[config.mk]
export PLATFORM = sky130hd
export DESIGN_NAME = fetch_decode_unit
export DESIGN_NICKNAME = d
export VERILOG_FILES = /design/src/rtl/fetch_decode_unit.sv
export SDC_FILE = /design/constraint.sdc
export NUM_CORES = 1
export LEC_CHECK = 0
export CAP_MARGIN = 10
export CORE_MARGIN = 1
export CORE_UTILIZATION = 50
export DETAILED_ROUTE_END_ITERATION = 6
export GPL_TIMING_DRIVEN = 0
export PLACE_DENSITY = 0.82
export SYNTH_ARGS = -nofsm -noshare
export SYNTH_HDL_FRONTEND = slang
export SYNTH_SLANG_ARGS = --single-unit
[constraint.sdc]
create_clock -name CLK -period 4.6 [get_ports CLK]
set_input_delay 1.38 -clock CLK [delete_from_list [all_inputs] [get_ports CLK]]
set_output_delay 1.38 -clock CLK [all_outputs]
set_load 0.02 [all_outputs]
[src/rtl/fetch_decode_unit.sv]
// Fetch/decode front end: PC, busywait instruction fetch, decode, j/beq redirect.
// Define ILLEGAL_HALT_EN to park in HALT on an undefined opcode instead of skipping it.
module fetch_decode_unit #(
    parameter int                  PC_WIDTH = 32,
    parameter logic [PC_WIDTH-1:0] RESET_PC = '0
) (
    input  logic                CLK,
    input  logic                RESET,
    output logic                IMEM_READ,
    output logic [PC_WIDTH-1:0] IMEM_ADDR,
    input  logic                IMEM_BUSYWAIT,
    input  logic [31:0]         IMEM_INSTR,
    input  logic                STALL,
    input  logic                ZERO,
    output logic [PC_WIDTH-1:0] PC,
    output logic [7:0]          OPCODE,
    output logic [2:0]          WRITEREG,
    output logic [2:0]          READREG1,
    output logic [2:0]          READREG2,
    output logic [7:0]          IMMEDIATE,
    output logic                WRITEENABLE,
    output logic                INSTR_VALID,
    output logic                ILLEGAL
);

    typedef enum logic [1:0] {
        IDLE  = 2'd0,
        FETCH = 2'd1,
`ifdef ILLEGAL_HALT_EN
        ISSUE = 2'd2,
        HALT  = 2'd3
`else
        ISSUE = 2'd2
`endif
    } state_t;

    state_t              state_q, state_d;
    logic [PC_WIDTH-1:0] pc_q, pc_d;
    logic [31:0]         ir_q, ir_d;

    logic                op_write, op_jump, op_beq, op_illegal;
    logic [PC_WIDTH-1:0] pc_seq, br_off, pc_br;
    logic                unused_ir;

    assign unused_ir = ^ir_q[15:11];

    assign OPCODE    = ir_q[31:24];
    assign WRITEREG  = ir_q[18:16];
    assign READREG1  = ir_q[10:8];
    assign READREG2  = ir_q[2:0];
    assign IMMEDIATE = ir_q[7:0];
    assign PC        = pc_q;
    assign IMEM_ADDR = pc_q;

    always_comb begin
        op_write   = 1'b0;
        op_jump    = 1'b0;
        op_beq     = 1'b0;
        op_illegal = 1'b0;
        unique case (ir_q[31:24])
            8'h00, 8'h01, 8'h02,
            8'h03, 8'h04, 8'h05: op_write = 1'b1;
            8'h06:               op_jump  = 1'b1;
            8'h07:               op_beq   = 1'b1;
            default:             op_illegal = 1'b1;
        endcase
    end

    // Branch offset is a signed word count relative to the next sequential PC.
    assign pc_seq = pc_q + {{(PC_WIDTH-3){1'b0}}, 3'd4};
    assign br_off = {{(PC_WIDTH-10){ir_q[23]}}, ir_q[23:16], 2'b00};
    assign pc_br  = pc_seq + br_off;

    always_comb begin
        state_d     = state_q;
        pc_d        = pc_q;
        ir_d        = ir_q;
        IMEM_READ   = 1'b0;
        INSTR_VALID = 1'b0;
        WRITEENABLE = 1'b0;
        ILLEGAL     = 1'b0;
        unique case (state_q)
            IDLE: state_d = FETCH;
            FETCH: begin
                IMEM_READ = 1'b1;
                if (!IMEM_BUSYWAIT) begin
                    ir_d    = IMEM_INSTR;
                    state_d = ISSUE;
                end
            end
            ISSUE: begin
                INSTR_VALID = 1'b1;
                WRITEENABLE = op_write;
                ILLEGAL     = op_illegal;
                if (!STALL) begin
`ifdef ILLEGAL_HALT_EN
                    if (op_illegal) begin
                        state_d = HALT;
                    end else begin
                        state_d = FETCH;
                        pc_d    = (op_jump || (op_beq && ZERO)) ? pc_br : pc_seq;
                    end
`else
                    state_d = FETCH;
                    pc_d    = (op_jump || (op_beq && ZERO)) ? pc_br : pc_seq;
`endif
                end
            end
`ifdef ILLEGAL_HALT_EN
            HALT: ILLEGAL = 1'b1;
`endif
            default: state_d = FETCH;
        endcase
    end

    always_ff @(posedge CLK or negedge RESET) begin
        if (!RESET) begin
            state_q <= IDLE;
            pc_q    <= RESET_PC;
            ir_q    <= '0;
        end else begin
            state_q <= state_d;
            pc_q    <= pc_d;
            ir_q    <= ir_d;
        end
    end

endmodule

==> implementation parameters <==
Parameter                              Value

Outcome
  Status    completed

Placed design
  HPWL reported at the end of detailed placement    about 11,000 um
  Final weighted congestion in routability-driven placement    1.022
  Inst Count DP    840
  Dpl cell area    6420 um2
  Port bufs    120
  Worst slack after detailed placement    0.1494 ns

Power and ir drop
  Cell area power density    527.3 nW/um2
  Switching part of the total power    42.72%
  Static leakage    2.844 nW
  Sequential cell fraction of total power    24.5%
  Proportion of power drawn by combinational gates    60.0%
  Internal Power    0.002011 W
  Fraction of power consumed by the clock network    15.4%
  Worst IR drop on VDD    0.2263 mV
  Power dissipated by switching net loads    0.001500 W

Layout
  Final #Nets    slightly below 800
  Filler-free cell count of the finished design    856
  Share of final-layout standard cells stronger than drive strength 1    16.87%
  Area growth from synthesis to final layout    32.46%
  Seq. cell area    ~1500 um2
  Footprint of the multi-input gates    a little over 3000 um2
  Design Area, Final    6658 um2
  Filler cell count in the final layout    783
  ANT cells    0
  Utilization after layout    68.11%

Global route
  Overflow left after global routing    0
  Global-route wire length before repair    23,840 um
  Pin count of the biggest net entering global routing    34
  Antenna violations before repair    0
  Vias in the first global route    4,934
  Overall routing resource usage    slightly below 30%

STA
  Peak Freq    233.1 MHz
  Share of the clock period used by the worst path    93.26%
  Setup TNS    0 ns
  Worst setup skew after layout    ~0.011 ns
  Remaining max-slew budget at the tightest pin    18.40%
  Number of failing setup endpoints in the final timing report    0
  Actual slew at the worst max-slew pin    1.224 ns
  Setup WS post-layout    a little over 0.3 ns
  Shortest period the worst path allows    4.290 ns
  Number of failing hold endpoints at the final stage    0
  Number of max-slew violations in the final report    0

Die
  Area enclosed by the die boundary    ~10,000 um2
  Placement Rows    36
  Width of the chip    102.3 um
  Starting density of the core    51.42%
  IO Pins    130
  Chip Height    about 100 um
  Core area    between 9000 and 10,000 um2

Drt
  Post-detailed-routing wire length    roughly 14,000 um
  Detailed-routing iteration count for the pre-antenna-repair pass    5
  Number of design rule violations left after detail routing    0
  Remaining antenna violation count    0
  Initial DRC count    315
  Vias per std cell    5.738
  Wirelength per Cell    about 17 um
  Count of vias placed by the detailed router    4,912

CTS
  Clock-pin slew of the registers on the worst-case setup and hold paths    about 0.070 ns
  Total CTS buffers    9
  Maximum root-to-sink buffer count    2
  Clock Sink Count    59
  Hold-fix buffer count after cts    0
  Clock root buffer master    sky130_fd_sc_hd__clkbuf_8
  CTS tree    done
  Source-to-sink clock delay at the later pin of the worst-skew pair    about 0.35 ns
  Depth of the CTS H-tree    3

Synth
  Synth top area share    29.38%
  Share of flip-flops with an asynchronous set or reset after synthesis    100.0%
  Mapped Area    between 5000 and 6000 um2
  Cell types occupying the most area after synthesis    sky130_fd_sc_hd__dfrtp_1 29%, sky130_fd_sc_hd__ha_1 9.2%, sky130_fd_sc_hd__buf_4 8.8%, sky130_fd_sc_hd__mux2_2 5.8%, sky130_fd_sc_hd__a21oi_1 5.8%
  Ys Warns    0
  Count of different cell masters after synthesis    56
  Number of enable flip-flop cells after synthesis    0
  Fraction of the yosys area taken by sequential cells    29.38%
  Post-synthesis register bit count    59
  Synth Instances    approximately 580
  Cell type contributing the most total cell area after synthesis    sky130_fd_sc_hd__dfrtp_1
  Mean area per synthesized cell    between 8 and 9 um2
  Dominant synthesized flop cell    sky130_fd_sc_hd__dfrtp_1

Setup path
  Worst EP arrival    around 4.5 ns
  Type of element capturing the critical path    register
  Highest fanout seen on the critical path    9
  WS Path Type    register to register
  Data required time at the worst endpoint    approximately 4.8 ns
  Critical path launch point type    register

Hold path
  Hold Path Class    register to register

Job
  Max-cap viol count    0
## per-stage QoR
stage,power [W],hold slack [ns]
finish,0.003511,0.5106
global route,0.003727,0.5340
CTS,0.003487,0.5119
detailed placement,0.002939,0.4975
global placement,0.002851,0.4924
floorplan,0.002278,0.4820
## cell usage in the layout, fill, tap and decap left out, types with 3 or more instances in the layout
master,count
sky130_fd_sc_hd__clkdlybuf4s50_1,119
sky130_fd_sc_hd__buf_4,59
sky130_fd_sc_hd__dfrtp_1,58
sky130_fd_sc_hd__a21oi_1,58
sky130_fd_sc_hd__nand2_1,50
sky130_fd_sc_hd__nor2_1,44
sky130_fd_sc_hd__ha_1,37
sky130_fd_sc_hd__xnor2_1,33
sky130_fd_sc_hd__mux2_2,26
sky130_fd_sc_hd__o21ai_0,25
sky130_fd_sc_hd__nand3_1,20
sky130_fd_sc_hd__xor2_1,19
sky130_fd_sc_hd__a21o_1,17
sky130_fd_sc_hd__clkbuf_1,16
sky130_fd_sc_hd__o21ai_1,13
sky130_fd_sc_hd__inv_1,12
sky130_fd_sc_hd__nand4_1,10
sky130_fd_sc_hd__clkbuf_8,9
sky130_fd_sc_hd__o22ai_1,8
sky130_fd_sc_hd__nor3_1,7
sky130_fd_sc_hd__o21a_1,5
sky130_fd_sc_hd__a31oi_1,5
sky130_fd_sc_hd__and3_1,4
sky130_fd_sc_hd__nor2b_1,4
sky130_fd_sc_hd__conb_1,4
sky130_fd_sc_hd__nor2_2,3
sky130_fd_sc_hd__and2_1,3
sky130_fd_sc_hd__nand2b_1,3
sky130_fd_sc_hd__buf_1,3
sky130_fd_sc_hd__o21bai_1,3
## cells by family after synthesis
logic type	Yosys count	synth area share [%]
buf+inv	90	11.15
mux	26	5.825
other cells	1	0.07461
flops	59	29.38
simple gates	159	14.74
compound gates	158	20.16
fa+ha+maj	38	9.609
xor+xnor	52	9.062
## state kept, by name, indices dropped and copies added, names as in the netlist
name       flops
IMEM_ADDR     30
ir_q          27
state_q        2
## final timing paths
check / from / to / cells after the start / slack [ns]
max in group asynchronous: RESET / IMEM_ADDR[4]$_DFFE_PN0P_ / 2 / 2.92
min reg2reg: ir_q[10]$_DFFE_PN0P_ / ir_q[10]$_DFFE_PN0P_ / 1 / 0.51
min in group asynchronous: RESET / ir_q[20]$_DFFE_PN0P_ / 1 / 1.06
max reg2reg: IMEM_ADDR[2]$_DFFE_PN0P_ / IMEM_ADDR[31]$_DFFE_PN0P_ / 16 / 0.31
min: ir_q[10]$_DFFE_PN0P_ / ir_q[10]$_DFFE_PN0P_ / 1 / 0.51
max: IMEM_ADDR[2]$_DFFE_PN0P_ / IMEM_ADDR[31]$_DFFE_PN0P_ / 16 / 0.31
## layout make-up
class                      instances  area share, %
sequential                        59          22.20
multi-input combinational        437          45.35
clock buffer                      10          1.917
timing repair buffer             121          18.27
inverter                          12         0.6766
clock inverter                     6          1.353
tap                              133          2.500
buffer                            78          7.743
## per-layer routing
layer / part of all wire (%) / up-vias / GRT usage [%]
met5: 0 / - / 0
li1: - / 2282 / -
met4: 2.2 / 0 / 13.19
met1: 40 / 2364 / 35.18
met2: 51 / 234 / 51.37
met3: 6.8 / 32 / 5.130
## power groups by stage
stage	registers (W)	clock network, W	logic (W)
2_1_floorplan	0.000849	0	0.00143
3_3_place_gp	0.000850	0	0.00200
3_5_place_dp	0.000866	0	0.00207
4_1_cts	0.000857	0.000541	0.00209
5_1_grt	0.000886	0.000567	0.00227
6_report	0.000861	0.000542	0.00211
## synthesized netlist by cell type (4+ instances only)
| cell type | count |
|---|---|
| sky130_fd_sc_hd__a21o_1 | 17 |
| sky130_fd_sc_hd__clkbuf_1 | 15 |
| sky130_fd_sc_hd__buf_4 | 59 |
| sky130_fd_sc_hd__xnor2_1 | 33 |
| sky130_fd_sc_hd__a21oi_1 | 58 |
| sky130_fd_sc_hd__dfrtp_1 | 59 |
| sky130_fd_sc_hd__o22ai_1 | 8 |
| sky130_fd_sc_hd__nand2_1 | 50 |
| sky130_fd_sc_hd__nor2b_1 | 4 |
| sky130_fd_sc_hd__xor2_1 | 19 |
| sky130_fd_sc_hd__nor3_1 | 7 |
| sky130_fd_sc_hd__ha_1 | 37 |
| sky130_fd_sc_hd__o21ai_0 | 25 |
| sky130_fd_sc_hd__o21ai_1 | 14 |
| sky130_fd_sc_hd__a31oi_1 | 5 |
| sky130_fd_sc_hd__mux2_2 | 26 |
| sky130_fd_sc_hd__o21a_1 | 5 |
| sky130_fd_sc_hd__inv_1 | 12 |
| sky130_fd_sc_hd__nand4_1 | 10 |
| sky130_fd_sc_hd__nand3_1 | 20 |
| sky130_fd_sc_hd__nor2_1 | 44 |
| sky130_fd_sc_hd__and3_1 | 4 |
## critical path: stages, from the launching register on
cell                      delay, ns
sky130_fd_sc_hd__dfrtp_1       0.55
sky130_fd_sc_hd__ha_1          0.38
sky130_fd_sc_hd__nand4_1       0.35
sky130_fd_sc_hd__nor4_4        0.33
sky130_fd_sc_hd__nand3_1       0.13
sky130_fd_sc_hd__xnor2_1       0.21
sky130_fd_sc_hd__ha_1          0.33
sky130_fd_sc_hd__a21o_1        0.23
sky130_fd_sc_hd__a21o_1        0.17
sky130_fd_sc_hd__a21oi_1       0.21
sky130_fd_sc_hd__o21ai_1       0.12
sky130_fd_sc_hd__or3_1         0.35
sky130_fd_sc_hd__a31o_1        0.21
sky130_fd_sc_hd__a21o_1        0.17
sky130_fd_sc_hd__a31oi_1       0.17
sky130_fd_sc_hd__o21ai_1       0.10
sky130_fd_sc_hd__xnor2_1       0.17
## repair_timing
action,in CTS,in global routing
buffers inserted,0,0
setup endpoints to repair,0,1
resized for setup,0,4
No activity file was read; power rests on OpenSTA's default activity.
==> edit 1 (config.mk and constraints unchanged) <==
Build with the macro `ILLEGAL_HALT_EN` defined.
--- a/src/rtl/fetch_decode_unit.sv
+++ b/src/rtl/fetch_decode_unit.sv
@@ -1,4 +1,6 @@
 // Fetch/decode front end: PC, busywait instruction fetch, decode, j/beq redirect.
 // Define ILLEGAL_HALT_EN to park in HALT on an undefined opcode instead of skipping it.
+`define ILLEGAL_HALT_EN
+
 module fetch_decode_unit #(
     parameter int                  PC_WIDTH = 32,
Check against the original RTL: not equivalent (Yosys sat finds a counterexample within 4 cycles, from zero or initial values and one cycle with RESET low).
==> edit 1 against the unedited design <==
- sequential cell count stayed put
- total power is 6.1% higher
- utilization is 0.73 points lower
- via count is 3.0% higher
- non-clock buffer count is 8 higher
- largest cell class unchanged
- design area is 5.0% higher
- combinational power is 14% higher
- hold slack better by 0.011 ns
- die area is 6.6% higher
- worst setup slack better by 0.058 ns
- critical path type unchanged
- wire length is 1.4% higher
- fmax is 1.4% higher
- highest routed layer unchanged
- synthesized area is 6.7% higher
- final cell count is 3.7% higher
==> edit 1: results (changes against the unedited design) <==
Routing
The detailed-router iteration count before antenna repair is 7 (was 5). The number of DRC markers after the initial detailed-route iteration came to 283 (was 315). The total number of vias is 5057 (was 4912). The average detailed-routed wire length per instance was 16.4 µm (was 16.8 µm).

Placed design
The placed cell count is 871 (was 840). The placed wire-length estimate was 11100 µm (was 10600 µm). The minimum setup slack after placement was 0.443 ns (was 0.149 ns). The global placer's final weighted congestion is 0.930 (was 1.02).

Critical path
The top cell family by delay on the critical path is simple AND/OR/NAND/NOR gates (was compound AO/OA/AOI/OAI gates). The arrival time of the worst setup path was 4.47 ns (was 4.52 ns). The peak per-stage delay on the critical path is 0.57 ns (was 0.55 ns).

Power and ir drop
The static power due to leakage is 3.17 nW (was 2.84 nW). The worst vdd rail ir drop is 427 µV (was 226 µV).

Worst hold path
The path type of the worst min-delay path is reg -> reg (unchanged).

GRT
The global-route wire length before repair is 24100 µm (was 23800 µm). The overall global routing resource usage is 0.269 (was 0.293). The largest net degree at the start of global routing is 34 (unchanged).

Synthesis
The number of library cell types mapped by synthesis is 64 (was 56). The post-synthesis sequential area ratio is 0.275 (was 0.294). The synthesized area per cell is 8.78 µm² (was 8.62 µm²). Dominant cells by area after synthesis: dfrtp_1 28%, ha_1 9.8%, buf_4 8.5%, a21oi_1 5.5%, mux2_2 5.5% (was dfrtp_1 29%, ha_1 9.2%, buf_4 8.8%, mux2_2 5.8%, a21oi_1 5.8%). The most frequently used flop master after synthesis is dfrtp_1 (unchanged).

Outcome
Result of the run: completed (unchanged).

Clock network
The register clock-pin slew on the reported worst setup and hold paths is about 0.08 ns.

Layout
The layout filler cell count is 817 (was 783). The count of nets after finishing was 827 (was 793). The filler-free cell count of the finished design is 888 (was 856).

STA
The worst slew margin relative to its limit is 0.513 (was 0.184).
## edit 1: layout make-up
type | count | area share
well taps | 136 | 0.0244
inverters | 8 | 0.00430
multi-input cells | 462 | 0.475
clock buffers | 9 | 0.0177
flip-flops and latches | 59 | 0.211
repair buffers | 122 | 0.178
plain buffers | 85 | 0.0788
clock inverters | 7 | 0.0109
## edit 1: logic make-up after synthesis
logic type | Yosys count | synth area share
AO/OA/AOI/OAI | 165 | 0.199
XOR/XNOR | 54 | 0.0882
adder cells (fa/ha/maj) | 43 | 0.102
buffers and inverters | 93 | 0.108
flip-flops | 59 | 0.275
multiplexers | 27 | 0.0565
other | 1 | 0.000699
AND/OR/NAND/NOR | 169 | 0.170
## edit 1: final timing paths
| path | start | endpoint | slack [ns] | depth (start not counted) |
|---|---|---|---|---|
| max reg2reg | IMEM_ADDR[4]$_DFFE_PN0P_ | IMEM_ADDR[31]$_DFFE_PN0P_ | 0.37 | 16 |
| max in group asynchronous | RESET | ir_q[17]$_DFFE_PN0P_ | 2.89 | 2 |
| max | IMEM_ADDR[4]$_DFFE_PN0P_ | IMEM_ADDR[31]$_DFFE_PN0P_ | 0.37 | 16 |
| min reg2reg | ir_q[21]$_DFFE_PN0P_ | ir_q[21]$_DFFE_PN0P_ | 0.52 | 1 |
| min in group asynchronous | RESET | IMEM_ADDR[11]$_DFFE_PN0P_ | 1.08 | 1 |
| min | ir_q[21]$_DFFE_PN0P_ | ir_q[21]$_DFFE_PN0P_ | 0.52 | 1 |
## edit 1: worst register-to-register path, cell delays in order (launching register included)
cell and delay, ns:
dfrtp_1 0.57, nand3_2 0.19, nor3_1 0.55, and3_1 0.28, nand3_1 0.10, xnor2_1 0.27, ha_1 0.28, a21o_1 0.16
a21o_1 0.12, a21oi_1 0.08, or2_1 0.27, o211ai_4 0.12, a31oi_1 0.17, or4_4 0.51, nand4_1 0.10, a21bo_1 0.21
xor2_1 0.14
## edit 1: power by group
part / internal [mW] / switching [mW] / total [mW]
Clock: 0.252 / 0.235 / 0.488
Sequential: 0.670 / 0.166 / 0.836
Combinational: 1.17 / 1.23 / 2.40
Total: 2.10 / 1.63 / 3.73
## edit 1: layer usage
metal | track usage | share of wire | vias up
met1 | 0.328 | 0.40 | 2399
met4 | 0.0873 | 0.015 | 0
met5 | 0 | 0 | -
met3 | 0.0637 | 0.083 | 31
li1 | - | - | 2394
met2 | 0.468 | 0.50 | 233
## edit 1: through the flow
stage | hold WS (ns) | instance area, µm²
after floorplan | 0.482 | 5370
after global placement | 0.490 | 6750
after detailed placement | 0.496 | 6760
after CTS | 0.525 | 6960
after global routing | 0.532 | 6990
final | 0.521 | 6990
==> edit 2 (same settings) <==
Without the edit above. Take the reset off `ir_q` and load it in a clocked block of its own.
--- a/src/rtl/fetch_decode_unit.sv
+++ b/src/rtl/fetch_decode_unit.sv
@@ -118,10 +118,12 @@
             state_q <= IDLE;
             pc_q    <= RESET_PC;
-            ir_q    <= '0;
         end else begin
             state_q <= state_d;
             pc_q    <= pc_d;
-            ir_q    <= ir_d;
         end
+    end
+
+    always_ff @(posedge CLK) begin
+        ir_q <= ir_d;
     end
 
Check against the original RTL: differs if RESET is asserted again (counterexample within 4 cycles, from zero or initial values and one cycle with RESET low); with RESET held inactive, the same outputs for 4 cycles.
==> edit 2 against the unedited design <==
- design area up 1.3%
- sequential cell count is the same
- count of clock-buffer cells in the layout shrank 1
- clock skew up 0.0068 ns
- worst setup slack got worse by 0.097 ns
- synthesized area is 0.92% higher
- wire length up 3.0%
Power is not compared: it rests on default switching activity, and its combinational part moved more than twofold at a synthesized area within 25%.
==> edit 2: results (changes against the unedited design) <==
GRT
The largest net degree at the start of global routing is 35 (was 34). The via count of the first global-routing pass came to 4851 (was 4934). The global-route wire length before repair is 23300 µm (was 23800 µm).

The overall global routing resource usage was 0.290 (was 0.293).

Critical path
The largest fanout on the critical path is 8 (was 9). The top cell family by delay on the critical path is simple AND/OR/NAND/NOR gates (was compound AO/OA/AOI/OAI gates). The slowest stage cell on the critical path was dfrtp_1 (unchanged). The peak per-stage delay on the critical path was 0.55 ns (about the same). The arrival time of the worst setup path came to 4.66 ns (was 4.52 ns).

Routing
The mean number of vias per cell is 5.77 (was 5.74). The number of DRC markers after the initial detailed-route iteration is 384 (was 315). The wire length reported by the detailed router is 14800 µm (was 14400 µm).

Synthesis
Dominant cells by area after synthesis: edfxtp_1 16%, dfrtp_1 16%, ha_1 9.1%, buf_4 8.9%, a21oi_1 5.6% (was dfrtp_1 29%, ha_1 9.2%, buf_4 8.8%, mux2_2 5.8%, a21oi_1 5.8%). The number of enable flip-flop cells after synthesis is 27 (was 0). The post-synthesis sequential area ratio is 0.318 (was 0.294). The number of library cell types mapped by synthesis came to 59 (was 56). Top cells by instance count after synthesis: 60 x buf_4, 57 x a21oi_1, 55 x nand2_1, 46 x nor2_1, 46 x o21ai_0 (was 59 x buf_4, 59 x dfrtp_1, 58 x a21oi_1, 50 x nand2_1, 44 x nor2_1). The share of flip-flops with an asynchronous set or reset after synthesis is 0.542 (was 1.00).

Power and ir drop
IR analysis of the VDD net gives a maximum drop of 313 µV.

Placed design
The global placer's final weighted congestion is 0.903 (was 1.02). The placed wire-length estimate is 11000 µm (was 10600 µm).

Outcome
Result of the run: completed (unchanged).

Worst hold path
The path type of the worst min-delay path is reg -> reg (unchanged).

STA
The post-route clock skew is 0.0177 ns (was 0.0109 ns). The worst slew margin relative to its limit is 0.469 (was 0.184).

Layout
The number of flip-flops under the largest register name is 30 (unchanged). The proportion of layout cells with a drive suffix above 1 is 0.133 (was 0.169). The count of nets after finishing was 802 (was 793).

Clock network
The buffer levels on the longest clock path is 2 (unchanged).
[edit 2: cell families (layout without fill, tap and decap cells)]
kind of cell	after synthesis	count (layout)	share of synthesized area
adder cells (fa/ha/maj)	38	38	0.0952
AO/OA/AOI/OAI	171	171	0.207
XOR/XNOR	50	50	0.0863
other	1	4	0.000739
buffers and inverters	89	227	0.111
multiplexers	2	2	0.00666
flip-flops	59	59	0.318
AND/OR/NAND/NOR	181	181	0.176
[edit 2: metrics by stage]
step / std cells / area (µm²) / worst slack [ns] / total power, mW / hold WS (ns)
floorplan: 594 / 5080 / 0.772 / 1.29 / 0.590
global placement: 847 / 6450 / 0.293 / 1.59 / 0.486
detailed placement: 848 / 6460 / 0.269 / 1.62 / 0.492
CTS: 864 / 6710 / 0.251 / 2.23 / 0.505
global route: 865 / 6740 / 0.0332 / 2.36 / 0.535
finish: 865 / 6740 / 0.213 / 2.24 / 0.501
[edit 2: path summary, 6_finish.rpt]
path                                           start                   endpoint  slack [ns]  cells past startpoint
min reg2reg                IMEM_ADDR[31]$_DFFE_PN0P_  IMEM_ADDR[31]$_DFFE_PN0P_        0.50                      1
max reg2reg                 IMEM_ADDR[2]$_DFFE_PN0P_  IMEM_ADDR[31]$_DFFE_PN0P_        0.21                     16
min in group asynchronous                      RESET  IMEM_ADDR[21]$_DFFE_PN0P_        1.10                      1
min                        IMEM_ADDR[31]$_DFFE_PN0P_  IMEM_ADDR[31]$_DFFE_PN0P_        0.50                      1
max                         IMEM_ADDR[2]$_DFFE_PN0P_  IMEM_ADDR[31]$_DFFE_PN0P_        0.21                     16
max in group asynchronous                      RESET   IMEM_ADDR[4]$_DFFE_PN0P_        2.97                      1
[edit 2: worst reg2reg max path, cell delays in order (launching register included)]
cell and delay [ns]:
dfrtp_1 0.55, ha_1 0.35, nand3_1 0.12, nor2_1 0.16, nand3_1 0.19, nor2_1 0.30, nand2_1 0.17, xnor2_1 0.17
ha_1 0.43, and3_1 0.24, nand2_1 0.07, a211o_1 0.30, and3_4 0.23, o31ai_4 0.26, mux4_2 0.54, o2111ai_2 0.09
xor2_1 0.16
[edit 2: final cells by class]
cell class	instances	area [µm²]
plain buffers	79	523
fillers	847	3080
well taps	133	166
clock buffers	9	124
inverters	10	37.5
multi-input cells	446	2920
clock inverters	7	125
flip-flops and latches	59	1610
repair buffers	122	1240
[edit 2: layer usage]
layer | part of all wire | GRT usage | up-vias
met5 | 0 | 0 | -
met4 | 0.023 | 0.110 | 0
met3 | 0.092 | 0.0692 | 36
met2 | 0.49 | 0.499 | 267
met1 | 0.40 | 0.352 | 2325
li1 | - | - | 2361
[edit 2: where the power goes]
group	leakage (nW)	internal (mW)	total [mW]	switching, mW
sequential	0.666	0.619	0.686	0.0669
clock	0.124	0.364	0.608	0.244
combinational	1.95	0.429	0.951	0.521
